<file path="src/rtl/iir_pkg.sv">
// Shared IIR types and helpers: coefficient type, controller states, set length, packing offsets.
package iir_pkg;

  localparam int COEFF_WIDTH_DEF = 8;

  typedef logic signed [COEFF_WIDTH_DEF-1:0] iir_coeff_t;

  typedef enum logic [1:0] {
    ST_IDLE  = 2'd0,
    ST_LOAD  = 2'd1,
    ST_ARMED = 2'd2,
    ST_FLUSH = 2'd3
  } iir_state_e;

  // Words per coefficient set: b[0..M] then a[0..M-1].
  function automatic int unsigned iir_num_words(input int unsigned m);
    return 2 * m + 1;
  endfunction

  // LSB of coefficient idx inside a packed coefficient bus.
  function automatic int unsigned iir_coeff_lsb(input int unsigned idx, input int unsigned w);
    return idx * w;
  endfunction

endpackage

</file>
<file path="src/rtl/iir_coeff_bank.sv">
// K-entry shadow bank with indexed write, bulk clear, and atomic copy to the active set.
module iir_coeff_bank
  import iir_pkg::*;
#(
  parameter int                            M           = 2,
  parameter int                            COEFF_WIDTH = 8,
  parameter logic signed [COEFF_WIDTH-1:0] RESET_B0    = 8'sd64,
  parameter int                            K           = iir_num_words(M),
  parameter int                            IW          = (K > 1) ? $clog2(K) : 1
) (
  input  logic                         clk,
  input  logic                         rst,
  input  logic                         i_wr_en,
  input  logic [IW-1:0]                i_wr_idx,
  input  logic [COEFF_WIDTH-1:0]       i_wr_data,
  input  logic                         i_clr,
  input  logic                         i_commit,
  output logic [COEFF_WIDTH*(M+1)-1:0] o_packed_b,
  output logic [COEFF_WIDTH*M-1:0]     o_packed_a
);

  logic [COEFF_WIDTH-1:0] r_shadow [K];
  logic [COEFF_WIDTH-1:0] r_active [K];

  for (genvar t = 0; t < K; t++) begin : g_ent
    localparam logic [COEFF_WIDTH-1:0] RST_VAL = (t == 0) ? RESET_B0 : '0;

    always_ff @(posedge clk) begin
      if (rst) begin
        r_shadow[t] <= '0;
        r_active[t] <= RST_VAL;
      end else begin
        // Clear wins over a same-cycle write so a discarded set leaves nothing behind.
        if (i_clr)
          r_shadow[t] <= '0;
        else if (i_wr_en && (i_wr_idx == IW'(t)))
          r_shadow[t] <= i_wr_data;
        if (i_commit)
          r_active[t] <= r_shadow[t];
      end
    end

    if (t <= M) begin : g_b
      assign o_packed_b[iir_coeff_lsb(t, COEFF_WIDTH) +: COEFF_WIDTH] = r_active[t];
    end else begin : g_a
      assign o_packed_a[iir_coeff_lsb(t - M - 1, COEFF_WIDTH) +: COEFF_WIDTH] = r_active[t];
    end
  end

endmodule

</file>
<file path="src/rtl/iir_coeff_ctrl.sv">
// IIR coefficient controller: framed shadow load, atomic commit on sample_strobe.
// Optional post-commit delay-line flush enabled by IIR_COEFF_CTRL_FLUSH_EN.
module iir_coeff_ctrl
  import iir_pkg::*;
#(
  parameter int                            M           = 2,
  parameter int                            COEFF_WIDTH = 8,
  parameter logic signed [COEFF_WIDTH-1:0] RESET_B0    = 8'sd64
) (
  input  logic                         clk,
  input  logic                         rst,
  input  logic                         wr_valid,
  output logic                         wr_ready,
  input  logic [COEFF_WIDTH-1:0]       wr_data,
  input  logic                         wr_last,
  input  logic                         cancel,
  input  logic                         sample_strobe,
  output logic [COEFF_WIDTH*(M+1)-1:0] packed_b_coeffs,
  output logic [COEFF_WIDTH*M-1:0]     packed_a_coeffs,
  output logic                         armed,
  output logic                         swap_done,
  output logic                         err,
  output logic                         filter_rst_n
);

  localparam int              K        = iir_num_words(M);
  localparam int              N        = M + 1;
  localparam int              IW       = (K > 1) ? $clog2(K) : 1;
  localparam logic [IW-1:0]   LAST_IDX = IW'(K - 1);

  iir_state_e    r_state, w_state_nxt;
  logic [IW-1:0] r_cnt, w_cnt_nxt;
  logic          w_xfer, w_wr_en, w_clr, w_commit, w_err;
  logic          r_armed, r_swap_done, r_err;

`ifdef IIR_COEFF_CTRL_FLUSH_EN
  localparam int FW = $clog2(N + 1);
  logic [FW-1:0] r_flush_cnt;
  logic          r_filter_rst_n;
`endif

  assign wr_ready = (r_state == ST_IDLE) || (r_state == ST_LOAD);
  assign w_xfer   = wr_valid && wr_ready;

  always_comb begin
    w_state_nxt = r_state;
    w_cnt_nxt   = r_cnt;
    w_wr_en     = 1'b0;
    w_clr       = 1'b0;
    w_commit    = 1'b0;
    w_err       = 1'b0;
    case (r_state)
      ST_IDLE, ST_LOAD: begin
        if (cancel) begin
          w_state_nxt = ST_IDLE;
          w_cnt_nxt   = '0;
          w_clr       = 1'b1;
        end else if (w_xfer) begin
          w_wr_en = 1'b1;
          // Framing is good only when wr_last coincides exactly with the final word.
          if ((r_cnt == LAST_IDX) != wr_last) begin
            w_err       = 1'b1;
            w_clr       = 1'b1;
            w_cnt_nxt   = '0;
            w_state_nxt = ST_IDLE;
          end else if (wr_last) begin
            w_cnt_nxt   = '0;
            w_state_nxt = ST_ARMED;
          end else begin
            w_cnt_nxt   = r_cnt + 1'b1;
            w_state_nxt = ST_LOAD;
          end
        end
      end
      ST_ARMED: begin
        if (cancel) begin
          w_state_nxt = ST_IDLE;
          w_clr       = 1'b1;
        end else if (sample_strobe) begin
          w_commit = 1'b1;
`ifdef IIR_COEFF_CTRL_FLUSH_EN
          w_state_nxt = ST_FLUSH;
`else
          w_state_nxt = ST_IDLE;
`endif
        end
      end
`ifdef IIR_COEFF_CTRL_FLUSH_EN
      ST_FLUSH: begin
        if (r_flush_cnt == '0)
          w_state_nxt = ST_IDLE;
      end
`endif
      default: w_state_nxt = ST_IDLE;
    endcase
  end

  always_ff @(posedge clk) begin
    if (rst) begin
      r_state     <= ST_IDLE;
      r_cnt       <= '0;
      r_armed     <= 1'b0;
      r_swap_done <= 1'b0;
      r_err       <= 1'b0;
    end else begin
      r_state     <= w_state_nxt;
      r_cnt       <= w_cnt_nxt;
      r_armed     <= (w_state_nxt == ST_ARMED);
      r_swap_done <= w_commit;
      r_err       <= w_err;
    end
  end

`ifdef IIR_COEFF_CTRL_FLUSH_EN
  // Flush holds the filter in reset for N cycles after every commit.
  always_ff @(posedge clk) begin
    if (rst) begin
      r_flush_cnt    <= '0;
      r_filter_rst_n <= 1'b1;
    end else begin
      if (w_commit)
        r_flush_cnt <= FW'(N - 1);
      else if ((r_state == ST_FLUSH) && (r_flush_cnt != '0))
        r_flush_cnt <= r_flush_cnt - 1'b1;
      r_filter_rst_n <= (w_state_nxt != ST_FLUSH);
    end
  end
  assign filter_rst_n = r_filter_rst_n;
`else
  assign filter_rst_n = 1'b1;
`endif

  assign armed     = r_armed;
  assign swap_done = r_swap_done;
  assign err       = r_err;

  iir_coeff_bank #(
    .M           (M),
    .COEFF_WIDTH (COEFF_WIDTH),
    .RESET_B0    (RESET_B0),
    .K           (K),
    .IW          (IW)
  ) u_bank (
    .clk        (clk),
    .rst        (rst),
    .i_wr_en    (w_wr_en),
    .i_wr_idx   (r_cnt),
    .i_wr_data  (wr_data),
    .i_clr      (w_clr),
    .i_commit   (w_commit),
    .o_packed_b (packed_b_coeffs),
    .o_packed_a (packed_a_coeffs)
  );

endmodule

</file>
<file path="config.mk">
export PLATFORM = sky130hd
export DESIGN_NAME = iir_coeff_ctrl
export DESIGN_NICKNAME = d
export VERILOG_FILES = /design/src/rtl/iir_pkg.sv /design/src/rtl/iir_coeff_bank.sv /design/src/rtl/iir_coeff_ctrl.sv
export SDC_FILE = /design/constraint.sdc
export NUM_CORES = 1
export LEC_CHECK = 0
export BUFFER_PORTS_ARGS = -buffer_cell sky130_fd_sc_hd__buf_2
export CAP_MARGIN = 20
export CORE_ASPECT_RATIO = 0.8
export CORE_MARGIN = 1.5
export CORE_UTILIZATION = 45
export CTS_BUF_LIST = sky130_fd_sc_hd__clkbuf_16
export DETAILED_ROUTE_END_ITERATION = 8
export PLACE_DENSITY = 0.64
export SLEW_MARGIN = 30
export SYNTH_ARGS = -nofsm -noshare
export SYNTH_HDL_FRONTEND = slang
export SYNTH_SLANG_ARGS = --single-unit
</file>
<file path="constraint.sdc">
create_clock -name clk -period 2.6 [get_ports clk]
set_input_delay 0.52 -clock clk [delete_from_list [all_inputs] [get_ports clk]]
set_output_delay 0.52 -clock clk [all_outputs]
set_load 0.01 [all_outputs]
</file>
Word level (Yosys, flattened, before mapping)
Memory sizes are Yosys's and may differ from the RTL's. Index checks and enable logic that the tools add are counted.

Memory bits (writable): 80. Word-level logic and storage cells: 110. ROM bits: 0. Output and inout bits: 45. Bits of input ports: 14. Register bits after elaboration: 8. Latch bits: 0. Memories: 2.

Reductions and logical operators: 13. Multiply operators: 0. Magnitude comparators: 0. Add/subtract/negate cells: 1. Div/mod/pow operators: 0. Shift operators: 0. Equality and inequality tests: 8. Bitwise logic cells: 16. Mux-type cells: 65.

Memories: u_bank.r_active (words 5, bits a word 8, rd ports 5, clocked after Yosys merged registers in 0, write ports 5, line iir_coeff_bank.sv:23) `logic [COEFF_WIDTH-1:0] r_active [K];`; u_bank.r_shadow (words 5, bits a word 8, rd ports 5, clocked after Yosys merged registers in 0, write ports 5, line iir_coeff_bank.sv:22) `logic [COEFF_WIDTH-1:0] r_shadow [K];`.

Operator list (number): 8-bit 2-to-1 mux (15); 1-bit 2-to-1 mux (38); 1-bit OR (15); 2-bit 2-to-1 mux (6); 3-bit 2-to-1 mux (4); 3-bit by 2-bit == test with 1-bit output (second input constant) (2); 1-bit logical AND (6); 2-bit == test (second input constant) (2); 2-bit case mux with 2 select lines (1); 3-bit by 1-bit adder with 3-bit output (second input constant) (1); 3-bit by 1-bit == test with 1-bit output (second input constant) (1); 3-bit == test (second input constant) (1); 3-bit logical NOT (1); 3-bit OR reduction (1); 2-bit by 1-bit == test with 1-bit output (second input constant) (1); 2-bit logical NOT (1); 1-bit case mux with 2 select lines (1); 2-bit AND reduction (1); 2-bit nonzero test (1); 2-bit OR reduction (1); 1-bit logical OR (1); 1-bit != test (1); 1-bit NOT (1).

Longest topological paths before layout
Depth after elaboration: 12. Depth in mapped cells: 8. Mapped depth without buffers: 7.

By module
A second synthesis with hierarchy kept.

Cells, all modules: 239. Area total of the unflattened synthesis: 3557.2 µm².

Modules (own cells, without submodules): iir_coeff_bank (seq. area each 2402.3 µm², cells each 189, area each 3130.5 µm², instances 1); iir_coeff_ctrl (seq. area each 160.2 µm², cells each 50, area each 426.7 µm², instances 1).

Worst setup path before layout
Ideal clock, no wire load.

Path type: in2reg. Start: input cancel. End: memory u_bank.r_active[0][0] (enable). Library setup time: 0.404 ns. Path buffers: 1. Stages on the path: 3. Slack: 0.342 ns. Required time: 2.196 ns. Arrival: 1.855 ns. Path through: buf_2 nand4bb_1 nand2b_1.

RTL lines: start, declared (line iir_coeff_ctrl.sv:16) `input logic cancel,`; end, declared (line iir_coeff_bank.sv:23).

==> flow_metrics.tcl <==
set metrics [dict create \
    layout_commonest_cell "edfxtp_1" \
    dp_hpwl_um 4100 \
    clock-sinks 88 \
    syn_nets 256 \
    grt_pass1_wl_um 9670 \
    dp_cells 390 \
    first_pass_iters 4 \
    avgSynthCellArea_um2 15.4 \
    via_per_inst 5.00 \
    cts_tree "built" \
    rsz0062_at_grt "true" \
    max_stage_delay_ps 410 \
    critical-path-slowest-cell "nand2_1" \
    clkLatencyLatePin_ps 330 \
    grt_max_degree 46 \
    cts_buffers 9 \
    setup_ws_ps 99.5 \
    dieArea_mm2 0.00859 \
    start_util_pct 45.9 \
    cts_hold_buf 0 \
    skew_ps 5.59 \
    fin_cells 406 \
    antenna_cells 0 \
    worst_hold_slack_ps 516 \
    drc 0 \
    ios 59 \
    coreArea_mm2 0.00787 \
    antenna_found_initial 0 \
    finalSetupViolCount 0 \
    cp.arrival_ps 2480 \
    grt_pass1_vias 1834 \
    htree_levels 3 \
    cts_root_buffer "clkbuf_16" \
    cts_setup_buffers 0 \
    grt_usage_pct 15.4 \
    status "complete, no violations" \
    wl_um 6160 \
    overflow 0 \
    cp-end-kind "flop" \
    layout_common_cells "80 x edfxtp_1, 57 x buf_2, 39 x and2_1, 32 x and4_1, 9 x clkbuf_16" \
    final_layout_size_suffix_gt1_share_pct 27.9 \
    port_buffers 57 \
    max_freq_mhz 400 \
    synth.distinct_cells 33 \
    yosys_register_bits 88 \
    path_cells "inv_1 -> ha_1 -> nand2_1 -> ha_1 -> nand3b_4 -> o2bb2ai_4 -> nand2_1" \
    fin_crit_sh_pct 96.2 \
    syn2layout_area_growth_pct 18.3 \
    drtIter0Drc 142 \
    finalNetCount 314 \
    syn-cell-area_mm2 0.00362 \
    critical_path_class "reg -> reg" \
    slew_headroom_pct 50.0 \
    critPathBufInv 1 \
    critPathTopFamily "adder cells" \
    die_y_um 83.2 \
    max-vdd-ir-drop_mv 0.302 \
    hold_viol 0 \
    clk_path_buf_depth 2 \
    synthCells 235 \
    leakagePower_nw 1.77 \
    max-cap-violations 0 \
    route.vias.total 2031 \
    critPathLaunchType "flop" \
    gp_congestion 0.743 \
    hold_path.class "reg -> reg" \
    yosysWarnings 0 \
    clk_pin_slew_ps 60 \
    synth_seq_area_share_pct 70.8 \
    die_x_um 103 \
    worst_slew_pin_slew_ps 749 \
    timing.final.crit_period_ps 2500 \
    power_density_mw_per_mm2 676 \
    core.rowCount 29 \
    slew_viol_final 0 \
    detail-route-antenna-nets 0 \
    cp_data_required_time_ps 2580 \
    wl_per_cell_um 15.2 \
    cp_max_fo 45 \
    dp_slack_ps 119 \
]
[sequential cells by signal, summed over array words and instances (netlist names)]
register and cells:
err 1, armed 1, u_bank.r_active 40, u_bank.r_shadow 40, r_state 2, r_cnt 3, swap_done 1
[repair_timing]
item / in CTS / in global routing
hold endpoints to repair: 0 / 0
setup endpoints to repair: 0 / 40
gates resized for setup: 0 / 2
[metal layers]
| layer | part of all wire [%] | wire, µm | vias to the layer above | track usage, % |
|---|---|---|---|---|
| li1 | - | - | 1000 | - |
| met1 | 48 | 2980 | 965 | 23.2 |
| met2 | 45 | 2770 | 59 | 21.2 |
| met3 | 5.5 | 337 | 7 | 4.21 |
| met4 | 1.1 | 65 | 0 | 6.27 |
| met5 | 0 | 0 | - | 0 |
[synthesized netlist by cell type]
library cell / n / area (µm²)
edfxtp_1: 80 / 2400
and2_1: 39 / 244
and4_1: 32 / 280
nand2_1: 10 / 37.5
and3_1: 8 / 50.1
dfxtp_1: 8 / 160
buf_2: 7 / 35.0
ha_1: 7 / 87.6
nor2_1: 7 / 26.3
inv_1: 5 / 18.8
nor3_1: 4 / 20.0
clkbuf_2: 3 / 15.0
buf_4: 2 / 15.0
buf_6: 2 / 22.5
nand2b_1: 2 / 12.5
nor4_1: 2 / 12.5
a21oi_1: 1 / 5.00
a22oi_1: 1 / 7.51
a31oi_1: 1 / 6.26
a32oi_1: 1 / 8.76
and4bb_1: 1 / 12.5
clkbuf_1: 1 / 3.75
clkinv_1: 1 / 3.75
conb_1: 1 / 3.75
mux2i_1: 1 / 10.0
nand3b_4: 1 / 20.0
nand4bb_1: 1 / 11.3
nor3b_1: 1 / 7.51
nor3b_2: 1 / 12.5
nor4b_4: 1 / 23.8
o21bai_1: 1 / 7.51
o2bb2ai_4: 1 / 27.5
or3_1: 1 / 6.26
[where the power goes]
part           leakage (nW)  switching [mW]  internal, mW
sequential            0.931          0.0136          1.59
clock                 0.131           0.515         0.646
combinational         0.704          0.0879        0.0401
[cells by family after synthesis]
kind of cell	after synthesis	synth area share, %
other	1	0.104
flip-flops	88	70.8
adder cells (fa/ha/maj)	7	2.42
AO/OA/AOI/OAI	6	1.73
buffers and inverters	21	3.15
AND/OR/NAND/NOR	111	21.5
multiplexers	1	0.277
[worst paths after layout]
kind | startpoint | end | slack (ps) | cells past startpoint
setup / recovery | r_cnt[0]$_SDFFE_PP0P_ | u_bank.r_shadow[4][2]$_SDFFCE_PN0P_ | 100 | 7
hold / removal | u_bank.r_shadow[3][7]$_SDFFCE_PN0P_ | u_bank.r_active[3][7]$_SDFFCE_PN0P_ | 520 | 1
setup reg to reg | r_cnt[0]$_SDFFE_PP0P_ | u_bank.r_shadow[4][2]$_SDFFCE_PN0P_ | 100 | 7
hold reg to reg | u_bank.r_shadow[3][7]$_SDFFCE_PN0P_ | u_bank.r_active[3][7]$_SDFFCE_PN0P_ | 520 | 1
[layout make-up]
type	instances	area, µm²
Clock buffer	9	225
Clock inverter	7	48.8
Fill cell	643	3600
Inverter	6	22.5
Multi-Input combinational cell	126	948
Sequential cell	88	2560
Tap cell	108	135
Timing Repair Buffer	62	335
[stage by stage]
| step | utilization, % | TNS [ps] | total power, mW | area [µm²] |
|---|---|---|---|---|
| 4_1_cts | 54.3 | 0 | 2.92 | 4270 |
| 3_5_place_dp | 50.8 | 0 | 1.76 | 4000 |
| 6_report | 54.3 | 0 | 2.89 | 4280 |
| 2_1_floorplan | - | 0 | 1.70 | 3620 |
| 5_1_grt | 54.3 | -1240 | 2.99 | 4280 |
| 3_3_place_gp | 50.8 | 0 | 1.76 | 4000 |
Power figures use the tool's default switching activity.
